`src/rtl/latch_write_arbiter.sv`:
```
// Round-robin write arbiter and setup/enable/hold sequencer for a shared level-sensitive latch word.
// Optional protocol checker enabled by defining LAT_ERR_CHK_EN; otherwise o_err is tied low.
module latch_write_arbiter #(
  parameter int N_REQ     = 4,
  parameter int DW        = 8,
  parameter int SETUP_CYC = 1,
  parameter int EN_CYC    = 2,
  parameter int HOLD_CYC  = 1
) (
  input  logic                i_clk,
  input  logic                i_rst,
  input  logic [N_REQ-1:0]    i_req,
  input  logic [N_REQ*DW-1:0] i_din,
  output logic [N_REQ-1:0]    o_gnt,
  output logic [N_REQ-1:0]    o_ack,
  output logic [DW-1:0]       o_lat_d,
  output logic                o_lat_en,
  output logic                o_busy,
  output logic                o_err
);

  localparam int MAX_SE = (SETUP_CYC > EN_CYC) ? SETUP_CYC : EN_CYC;
  localparam int MAXC   = (MAX_SE > HOLD_CYC) ? MAX_SE : HOLD_CYC;
  localparam int CW     = $clog2(MAXC + 1);
  localparam int IW     = $clog2(N_REQ);

  typedef enum logic [2:0] {
    S_IDLE   = 3'd0,
    S_SETUP  = 3'd1,
    S_ENABLE = 3'd2,
    S_HOLD   = 3'd3,
    S_DONE   = 3'd4
  } state_t;

  state_t            r_state;
  state_t            w_next_state;
  logic [CW-1:0]     r_cnt;
  logic [CW-1:0]     w_cnt_nxt;
  logic [IW-1:0]     r_ptr;
  logic [IW-1:0]     w_ptr_nxt;
  logic [IW-1:0]     r_win;
  logic [IW-1:0]     w_win_nxt;
  logic [IW-1:0]     w_win;
  logic [IW-1:0]     w_cand;
  logic              w_any;
  logic [DW-1:0]     w_din_win;
  logic [N_REQ-1:0]  r_gnt;
  logic [N_REQ-1:0]  w_gnt_nxt;
  logic [N_REQ-1:0]  r_ack;
  logic [N_REQ-1:0]  w_ack_nxt;
  logic [DW-1:0]     r_lat_d;
  logic [DW-1:0]     w_lat_d_nxt;
  logic              r_lat_en;
  logic              w_lat_en_nxt;
  logic              r_busy;
  logic              w_busy_nxt;
  logic              r_err;
  logic              w_err_nxt;

  // Scan from highest offset down so the lowest offset from the pointer wins.
  always_comb begin
    w_any  = 1'b0;
    w_win  = '0;
    w_cand = '0;
    for (int k = N_REQ - 1; k >= 0; k--) begin
      w_cand = IW'((int'(r_ptr) + k) % N_REQ);
      if (i_req[w_cand]) begin
        w_any = 1'b1;
        w_win = w_cand;
      end else begin
        w_any = w_any;
      end
    end
  end

  always_comb begin
    w_din_win = '0;
    for (int i = 0; i < N_REQ; i++) begin
      if (IW'(i) == w_win) begin
        w_din_win = i_din[i*DW +: DW];
      end else begin
        w_din_win = w_din_win;
      end
    end
  end

  // State register
  always_ff @(posedge i_clk or posedge i_rst) begin
    if (i_rst) begin
      r_state <= S_IDLE;
      r_cnt   <= '0;
    end else begin
      r_state <= w_next_state;
      r_cnt   <= w_cnt_nxt;
    end
  end

  // Next-state and phase counter
  always_comb begin
    w_next_state = r_state;
    w_cnt_nxt    = r_cnt;
    case (r_state)
      S_IDLE: begin
        if (w_any) begin
          w_next_state = S_SETUP;
          w_cnt_nxt    = CW'(SETUP_CYC - 1);
        end else begin
          w_next_state = S_IDLE;
        end
      end
      S_SETUP: begin
        if (r_cnt == '0) begin
          w_next_state = S_ENABLE;
          w_cnt_nxt    = CW'(EN_CYC - 1);
        end else begin
          w_cnt_nxt = r_cnt - CW'(1);
        end
      end
      S_ENABLE: begin
        if (r_cnt == '0) begin
          w_next_state = S_HOLD;
          w_cnt_nxt    = CW'(HOLD_CYC - 1);
        end else begin
          w_cnt_nxt = r_cnt - CW'(1);
        end
      end
      S_HOLD: begin
        if (r_cnt == '0) begin
          w_next_state = S_DONE;
        end else begin
          w_cnt_nxt = r_cnt - CW'(1);
        end
      end
      S_DONE: begin
        w_next_state = S_IDLE;
        w_cnt_nxt    = '0;
      end
      default: begin
        w_next_state = S_IDLE;
        w_cnt_nxt    = '0;
      end
    endcase
  end

  // Outputs are computed from the next state so every output leaves a flop.
  always_comb begin
    w_gnt_nxt   = r_gnt;
    w_lat_d_nxt = r_lat_d;
    w_win_nxt   = r_win;
    w_ptr_nxt   = r_ptr;
    case (r_state)
      S_IDLE: begin
        if (w_any) begin
          w_gnt_nxt   = {{(N_REQ-1){1'b0}}, 1'b1} << w_win;
          w_lat_d_nxt = w_din_win;
          w_win_nxt   = w_win;
        end else begin
          w_gnt_nxt = '0;
        end
      end
      S_DONE: begin
        w_gnt_nxt = '0;
        w_ptr_nxt = IW'((int'(r_win) + 1) % N_REQ);
      end
      default: begin
        w_gnt_nxt = r_gnt;
      end
    endcase
    w_lat_en_nxt = (w_next_state == S_ENABLE);
    w_ack_nxt    = (w_next_state == S_DONE) ? r_gnt : '0;
    w_busy_nxt   = (w_next_state != S_IDLE);
  end

`ifdef LAT_ERR_CHK_EN
  logic [DW-1:0] w_din_cur;

  always_comb begin
    w_din_cur = '0;
    for (int i = 0; i < N_REQ; i++) begin
      if (IW'(i) == r_win) begin
        w_din_cur = i_din[i*DW +: DW];
      end else begin
        w_din_cur = w_din_cur;
      end
    end
  end

  // Sticky flag: granted request dropped mid-transaction or data moved while transparent.
  always_comb begin
    w_err_nxt = r_err;
    case (r_state)
      S_SETUP, S_HOLD: begin
        if (!i_req[r_win]) begin
          w_err_nxt = 1'b1;
        end else begin
          w_err_nxt = r_err;
        end
      end
      S_ENABLE: begin
        if (!i_req[r_win] || (w_din_cur != r_lat_d)) begin
          w_err_nxt = 1'b1;
        end else begin
          w_err_nxt = r_err;
        end
      end
      default: begin
        w_err_nxt = r_err;
      end
    endcase
  end
`else
  assign w_err_nxt = 1'b0;
`endif

  // Output and arbitration registers
  always_ff @(posedge i_clk or posedge i_rst) begin
    if (i_rst) begin
      r_gnt    <= '0;
      r_ack    <= '0;
      r_lat_d  <= '0;
      r_lat_en <= 1'b0;
      r_busy   <= 1'b0;
      r_err    <= 1'b0;
      r_ptr    <= '0;
      r_win    <= '0;
    end else begin
      r_gnt    <= w_gnt_nxt;
      r_ack    <= w_ack_nxt;
      r_lat_d  <= w_lat_d_nxt;
      r_lat_en <= w_lat_en_nxt;
      r_busy   <= w_busy_nxt;
      r_err    <= w_err_nxt;
      r_ptr    <= w_ptr_nxt;
      r_win    <= w_win_nxt;
    end
  end

  assign o_gnt    = r_gnt;
  assign o_ack    = r_ack;
  assign o_lat_d  = r_lat_d;
  assign o_lat_en = r_lat_en;
  assign o_busy   = r_busy;
  assign o_err    = r_err;

endmodule

```
`config.mk`:
```
export PLATFORM = sky130hd
export DESIGN_NAME = latch_write_arbiter
export DESIGN_NICKNAME = d
export VERILOG_FILES = /design/src/rtl/latch_write_arbiter.sv
export SDC_FILE = /design/constraint.sdc
export NUM_CORES = 1
export LEC_CHECK = 0
export BUFFER_PORTS_ARGS = -buffer_cell sky130_fd_sc_hd__buf_2
export CAP_MARGIN = 20
export CORE_UTILIZATION = 53
export DETAILED_ROUTE_END_ITERATION = 16
export GPL_ROUTABILITY_DRIVEN = 0
export PLACE_DENSITY = 0.83
export SLEW_MARGIN = 30
export SYNTH_ARGS = -nofsm -noshare
export SYNTH_HDL_FRONTEND = slang
export SYNTH_SLANG_ARGS = --single-unit
```
`constraint.sdc`:
```
create_clock -name i_clk -period 3.6 [get_ports i_clk]
set_input_delay 0.54 -clock i_clk [delete_from_list [all_inputs] [get_ports i_clk]]
set_output_delay 0.54 -clock i_clk [all_outputs]
set_load 0.02 [all_outputs]
```
==> PnR_summary.wiki, run 1 <==
{| class="wikitable"
! Metric !! Value
|-
| Max FO, Critical Path || 12
|-
| Dominant cells by area after synthesis || dfrtp_1, nand2_1, mux2i_1
|-
| Violations in the final reports || design-rule violations
|-
| Overall overflow remaining after global route || 0
|-
| Gate Count Post-Synth || 158
|-
| Part of the power in the clock network || 0.095
|-
| Power spent charging and discharging nets || 653 µW
|-
| Clock latency on the worst-skew pair || 0.32 ns
|-
| Boundary pin count || 57
|-
| Most numerous cell in the Yosys netlist || dfrtp_1
|-
| Power density of the placed cells || 763 mW/mm²
|-
| Crit Path Class || reg -> reg
|-
| Worst-case setup margin in the final layout || 1.56 ns
|-
| Initial antenna violation count || 0
|-
| CTS tree || done
|-
| Number of H-tree levels || 1
|-
| Place WS || 1.49 ns
|-
| Area of the die || 0.00323 mm²
|-
| Leading area contributor after synthesis || dfrtp_1
|-
| Final cell count without fillers || 238
|-
| Buffers from clock root to sink, at most || 2
|-
| Max Freq || 491 MHz
|-
| Overall Global Routing Usage || 0.224
|-
| Hold WS || 0.241 ns
|-
| Total number of nets in the final design || 249
|-
| Mean instance size in the synthesized netlist || 10.1 µm²
|-
| Unique cell type count in the Yosys netlist || 46
|-
| Max-cap violations || 0
|-
| Final Hold Violating Endpoints || 0
|-
| Vertical extent of the die || 56.9 µm
|-
| Accumulated negative setup slack || 0 ns
|-
| Clock slew at reported path FFs || 0.15 ns
|-
| Total wirelength of the detailed-routed design || 3450 µm
|-
| Sequential cell area fraction in the yosys report || 0.424
|-
| Least-Margin Pin Slew || 0.693 ns
|-
| Vias in the first global route || 1272
|-
| Die X || 56.9 µm
|-
| Area growth from synthesis to layout || 18.0%
|-
| Internal power consumption || 783 µW
|-
| Rel. slew slack || 0.536
|-
| Dominant register cell in the synthesized netlist || dfrtp_1
|-
| Reg2reg setup slack || 1.56 ns
|-
| Starting density of the core || 0.569
|-
| Drt via density || 5.74
|-
| Number of cells in the design after placement || 234
|-
| Portion of total power attributed to sequential cells || 0.384
|-
| Arrival @ worst endpoint || 2.31 ns
|-
| Floorplan row count || 19
|-
| Leakage power summed over all cells || 0.904 nW
|-
| Number of nets in the synthesized netlist || 199
|-
| Final worst path period share || 0.565
|-
| CTS root buffer || clkbuf_4
|-
| Seq cells post-synth || 27
|-
| Number of resized instances in the post-cts repair step || 0
|-
| Data required time at the worst endpoint || 3.87 ns
|-
| Share of the synthesized area in the top cell type || 0.424
|-
| Worst-case vdd ir drop || 0.397 mV
|-
| Shortest period the worst path allows || 2.04 ns
|-
| Routed vias || 1365
|-
| 1st-pass router iterations || 10
|-
| Power share of the combinational group || 0.522
|-
| Number of hold-repair buffers added at the cts stage || 0
|-
| Final routed wire length divided by cell count || 14.5 µm
|-
| Fraction of power spent switching nets || 0.455
|-
| Number of post-CTS setup repair buffers || 0
|-
| Element type at the critical path end || flop
|-
| Number of buffers created by CTS || 3
|-
| Clock tree skew after final layout || 0.00314 ns
|-
| Startpoint kind of the worst setup timing path || flop
|-
| Endpoints failing setup || 0
|-
| DRC violations left || 2
|-
| Number of DRC markers after the initial detailed-route iteration || 51
|-
| Unrepaired setup endpoints after global routing || false
|-
| Number of buffers added on ports || 55
|-
| Antenna viol nets, final || 0
|-
| Area of the mapped netlist || 0.00160 mm²
|-
| Yosys synthesis warning count || 0
|-
| Max-slew violations || 0
|-
| Diode count || 0
|-
| Most frequent cells after synthesis || dfrtp_1, nand2_1, nor2_1, buf_2, o21ai_0
|-
| Global-route wire length before repair || 5660 µm
|-
| Class of the tightest hold or removal check || in -> async
|-
| Number of flops mapped to enable cells by yosys || 0
|-
| Fraction of registers with async set/reset || 1.00
|-
| Placeable core region || 0.00281 mm²
|-
| Pin count of the biggest net entering global routing || 28
|-
| HPWL reported at the end of detailed placement || 2610 µm
|-
| Num Clock Sinks || 27
|-
| Share of post-route cells with drive strength above 1 || 0.362
|-
| Status || complete, but fails checks
|}
-- kinds of logic (layout without fill, tap and decap cells) --
logic type | count (synthesis) | after routing | synth area share
xor+xnor | 3 | 3 | 0.0165
simple gates | 58 | 58 | 0.213
flops | 27 | 27 | 0.424
mux | 8 | 8 | 0.0596
other cells | 1 | 1 | 0.00235
buf+inv | 15 | 64 | 0.0478
compound gates | 43 | 43 | 0.213
fa+ha+maj | 3 | 3 | 0.0235
-- worst max-delay path, cell delays in order (launching register included) --
cell	delay (ns)
dfrtp_1	0.52
or2_1	0.39
nor3_2	0.57
and2_1	0.32
a221o_1	0.18
-- power by group through the flow --
stage	Combinational, mW	Sequential (mW)	Clock (mW)
global placement	0.723	0.544	0
finish	0.749	0.551	0.136
CTS	0.752	0.548	0.137
global route	0.825	0.568	0.148
detailed placement	0.752	0.553	0
floorplan	0.543	0.583	0
-- stage by stage --
step | power, mW | area, µm² | util
4_1_cts | 1.44 | 1880 | 0.671
6_report | 1.44 | 1880 | 0.671
2_1_floorplan | 1.13 | 1600 | -
3_5_place_dp | 1.30 | 1850 | 0.660
3_3_place_gp | 1.27 | 1850 | 0.660
5_1_grt | 1.54 | 1880 | 0.671
-- final cells by class --
class,count,area (µm²)
repair buffers,55,275
inverters,5,18.8
fillers,239,923
well taps,31,38.8
multi-input cells,116,843
clock inverters,1,7.51
flip-flops and latches,27,676
clock buffers,3,22.5
-- cell usage in the layout, fill, tap and decap left out, types with 3 or more instances in the layout --
cell	netlist	routed
buf_2	7	55
dfrtp_1	27	27
nand2_1	19	19
nor2_1	9	9
o21ai_0	7	7
and2_1	5	5
mux2i_1	5	5
nand4b_1	5	5
a2bb2oi_1	5	5
o211ai_1	5	5
inv_1	5	4
a21oi_1	4	4
o31ai_1	4	4
mux2_4	3	3
nand4_1	3	3
a211oi_1	3	3
a221o_1	3	3
ha_1	3	3
clkbuf_4	0	3
-- state kept, by name, indices dropped and copies added, names as in the netlist --
name	cells
o_busy	1
r_win	2
r_state	3
r_cnt	2
r_ptr	2
o_lat_en	1
o_lat_d	8
o_gnt	4
o_ack	4
-- worst paths after layout --
check | from | end | cells past startpoint
min in group i_clk | i_din[14] | o_lat_d[6] | 3
max | r_state[1] | o_lat_d[0] | 4
max in group asynchronous | i_rst | r_cnt[0] | 2
min | i_rst | o_lat_en | 2
max reg2reg | r_state[1] | o_lat_d[0] | 4
min reg2reg | o_gnt[0] | o_gnt[0] | 2
-- per-layer routing --
layer	vias to the layer above	GRT usage	part of all wire
li1	666	-	-
met1	661	0.300	0.47
met2	36	0.386	0.49
met3	2	0.0276	0.034
met4	0	0.0523	0.0029
met5	-	0	0
(Power assumes the default switching activity.)
==> inputs of run 2 (changes only) <==
CORE_UTILIZATION = 49   (was 53)
PLACE_DENSITY = 0.78   (was 0.83)
clock period = 2 ns   (was 3.6 ns; I/O delays follow)
==> PnR_summary.wiki, run 2 (same netlist as run 1, synthesis figures left out) <==
{| class="wikitable"
! Metric !! Value
|-
| Initial antenna violation count || 0 (unchanged)
|-
| Area of the die || 0.00349 mm² (was 0.00323 mm²)
|-
| Vias in the first global route || 1363 (was 1272)
|-
| Overall overflow remaining after global route || 0 (unchanged)
|-
| Accumulated negative setup slack || 0 ns (unchanged)
|-
| Max FO, Critical Path || 9 (was 12)
|-
| DRC violations left || 0 (was 2)
|-
| Top routing layer in use || met4 (unchanged)
|-
| Fin area || 0.00196 mm² (was 0.00188 mm²)
|-
| Number of DRC markers after the initial detailed-route iteration || 56 (was 51)
|-
| Total number of nets in the final design || 257 (was 249)
|-
| Unrepaired setup endpoints after global routing || false (unchanged)
|-
| Leakage power summed over all cells || 0.943 nW (was 0.904 nW)
|-
| Placeable core region || 0.00308 mm² (was 0.00281 mm²)
|-
| Max-slew violations || 0 (unchanged)
|-
| Flip-flop and latch area || 676 µm² (unchanged)
|-
| Area of combinational cells with multiple inputs || 843 µm² (unchanged)
|-
| Number of flip-flops in the largest register || 8 (unchanged)
|-
| Area growth from synthesis to layout || 22.9% (was 18.0%)
|-
| Class of the tightest hold or removal check || in -> reg (was in -> async)
|-
| Data required time at the worst endpoint || 2.22 ns (was 3.87 ns)
|-
| Clock tree skew after final layout || 0.00922 ns (was 0.00314 ns)
|-
| Floorplan row count || 20 (was 19)
|-
| Number of post-CTS setup repair buffers || 0 (unchanged)
|-
| Leading cell type in the layout, fill and taps excluded || buf_2 (unchanged)
|-
| CTS root buffer || clkbuf_4 (unchanged)
|-
| CTS tree || done (unchanged)
|-
| Clock latency on the worst-skew pair || 0.33 ns (was 0.32 ns)
|-
| Status || completed (was complete, but fails checks)
|-
| Sum of routed wire segments on met1 || 1500 µm (was 1630 µm)
|-
| Endpoints failing setup || 0 (unchanged)
|-
| Num Clock Sinks || 27 (unchanged)
|-
| Buffers from clock root to sink, at most || 2 (unchanged)
|-
| Crit Path Class || reg -> reg (unchanged)
|-
| Worst-case setup margin in the final layout || 0.124 ns (was 1.56 ns)
|-
| Number of buffers created by CTS || 3 (unchanged)
|-
| Vertical extent of the die || 59.1 µm (was 56.9 µm)
|-
| Most frequent cells in the layout || buf_2, dfrtp_1, nand2_1, nor2_1 (was buf_2, dfrtp_1, nand2_1, nor2_1, o21ai_0)
|-
| Pin count of the biggest net entering global routing || 28 (unchanged)
|-
| Element type at the critical path end || flop (unchanged)
|-
| Total wirelength of the detailed-routed design || 3470 µm (was 3450 µm)
|-
| Starting density of the core || 0.518 (was 0.569)
|-
| HPWL reported at the end of detailed placement || 2690 µm (was 2610 µm)
|-
| Overall Global Routing Usage || 0.220 (was 0.224)
|-
| Place WS || 0.154 ns (was 1.49 ns)
|-
| Max Freq || 533 MHz (was 491 MHz)
|-
| Rel. slew slack || 0.640 (was 0.536)
|-
| Share of post-route cells with drive strength above 1 || 0.377 (was 0.362)
|-
| Least-Margin Pin Slew || 0.539 ns (was 0.693 ns)
|-
| Shortest period the worst path allows || 1.88 ns (was 2.04 ns)
|-
| Drt via density || 5.35 (was 5.74)
|-
| Global-route wire length before repair || 5850 µm (was 5660 µm)
|-
| Die X || 59.1 µm (was 56.9 µm)
|-
| Final worst path period share || 0.938 (was 0.565)
|-
| Met2 WL post-DR || 1810 µm (was 1690 µm)
|-
| Final Hold Violating Endpoints || 0 (unchanged)
|-
| Worst-case vdd ir drop || 0.702 mV (was 0.397 mV)
|-
| Placed cell areas || 0.00192 mm² (was 0.00185 mm²)
|-
| Number of H-tree levels || 1 (unchanged)
|-
| Arrival @ worst endpoint || 2.09 ns (was 2.31 ns)
|-
| Boundary pin count || 57 (unchanged)
|-
| 1st-pass router iterations || 6 (was 10)
|-
| Max-cap violations || 0 (unchanged)
|-
| Startpoint kind of the worst setup timing path || flop (unchanged)
|-
| Diode count || 0 (unchanged)
|-
| Clock slew at reported path FFs || 0.15 ns (about the same)
|-
| Routed vias || 1385 (was 1365)
|-
| Antenna viol nets, final || 0 (unchanged)
|-
| Number of buffers added on ports || 55 (unchanged)
|-
| Total met3 wirelength after detailed routing || 150 µm (was 116 µm)
|-
| Power density of the placed cells || 1360 mW/mm² (was 763 mW/mm²)
|-
| Final routed wire length divided by cell count || 13.4 µm (was 14.5 µm)
|-
| Fill cell count || 267 (was 239)
|-
| Overall power consumption || 2.66 mW (was 1.44 mW)
|}
==> run 2: cell types whose count changed in the layout (fill, tap and decap cells not counted), sizes merged <==
cell / before / now
dlygate4sd3: 0 / 1
buf: 55 / 62
==> run 2: per-layer routing <==
| metal | GRT usage | vias to the layer above |
|---|---|---|
| met4 | 0.0782 | 0 |
| met1 | 0.274 | 649 |
| met2 | 0.393 | 53 |
| met3 | 0.0262 | 2 |
| met5 | 0 | - |
| li1 | - | 681 |
==> run 2: worst max-delay path: stages (launching register included) <==
cell and delay, ns:
dfrtp_1 0.55, nand2b_4 0.22, a21oi_4 0.07, nor3_4 0.28, mux2_4 0.33, a221o_1 0.32
==> run 2: layout make-up <==
type                       instances  share of cell area
clock inverter                     1             0.00383
multi-input combinational        116               0.430
tap                               44              0.0281
sequential                        27               0.345
inverter                           5             0.00957
clock buffer                       3              0.0115
timing repair buffer              63               0.172
==> run 2: path summary, 6_finish.rpt <==
| kind | slack [ns] | cells after the start | end | startpoint |
|---|---|---|---|---|
| worst min register to register | 0.51 | 2 | o_gnt[3] | o_gnt[3] |
| max in group asynchronous | 1.20 | 4 | o_lat_d[3] | i_rst |
| min in group asynchronous | 0.55 | 4 | o_ack[1] | i_rst |
| worst max-delay path | 0.12 | 5 | o_lat_d[0] | r_ptr[1] |
| worst max register to register | 0.12 | 5 | o_lat_d[0] | r_ptr[1] |
| worst min-delay path | 0.25 | 3 | o_lat_d[4] | i_din[12] |
==> run 2: metrics by stage <==
| stage | instances | hold slack, ns | util |
|---|---|---|---|
| global route | 259 | 0.255 | 0.637 |
| global placement | 254 | 0.369 | 0.624 |
| detailed placement | 254 | 0.368 | 0.624 |
| CTS | 259 | 0.245 | 0.637 |
| floorplan | 158 | 0.353 | - |
| finish | 259 | 0.254 | 0.637 |
==> run 2: where the power goes <==
group | switching, mW | internal [mW]
clock | 0.162 | 0.0764
sequential | 0.169 | 0.766
combinational | 0.853 | 0.632
total | 1.18 | 1.47
==> run 2: timing repair <==
| action | CTS | global route |
|---|---|---|
| endpoints found under the hold margin | 16 | 0 |
| resized for setup | 0 | 0 |
| hold buffers | 1 | 0 |
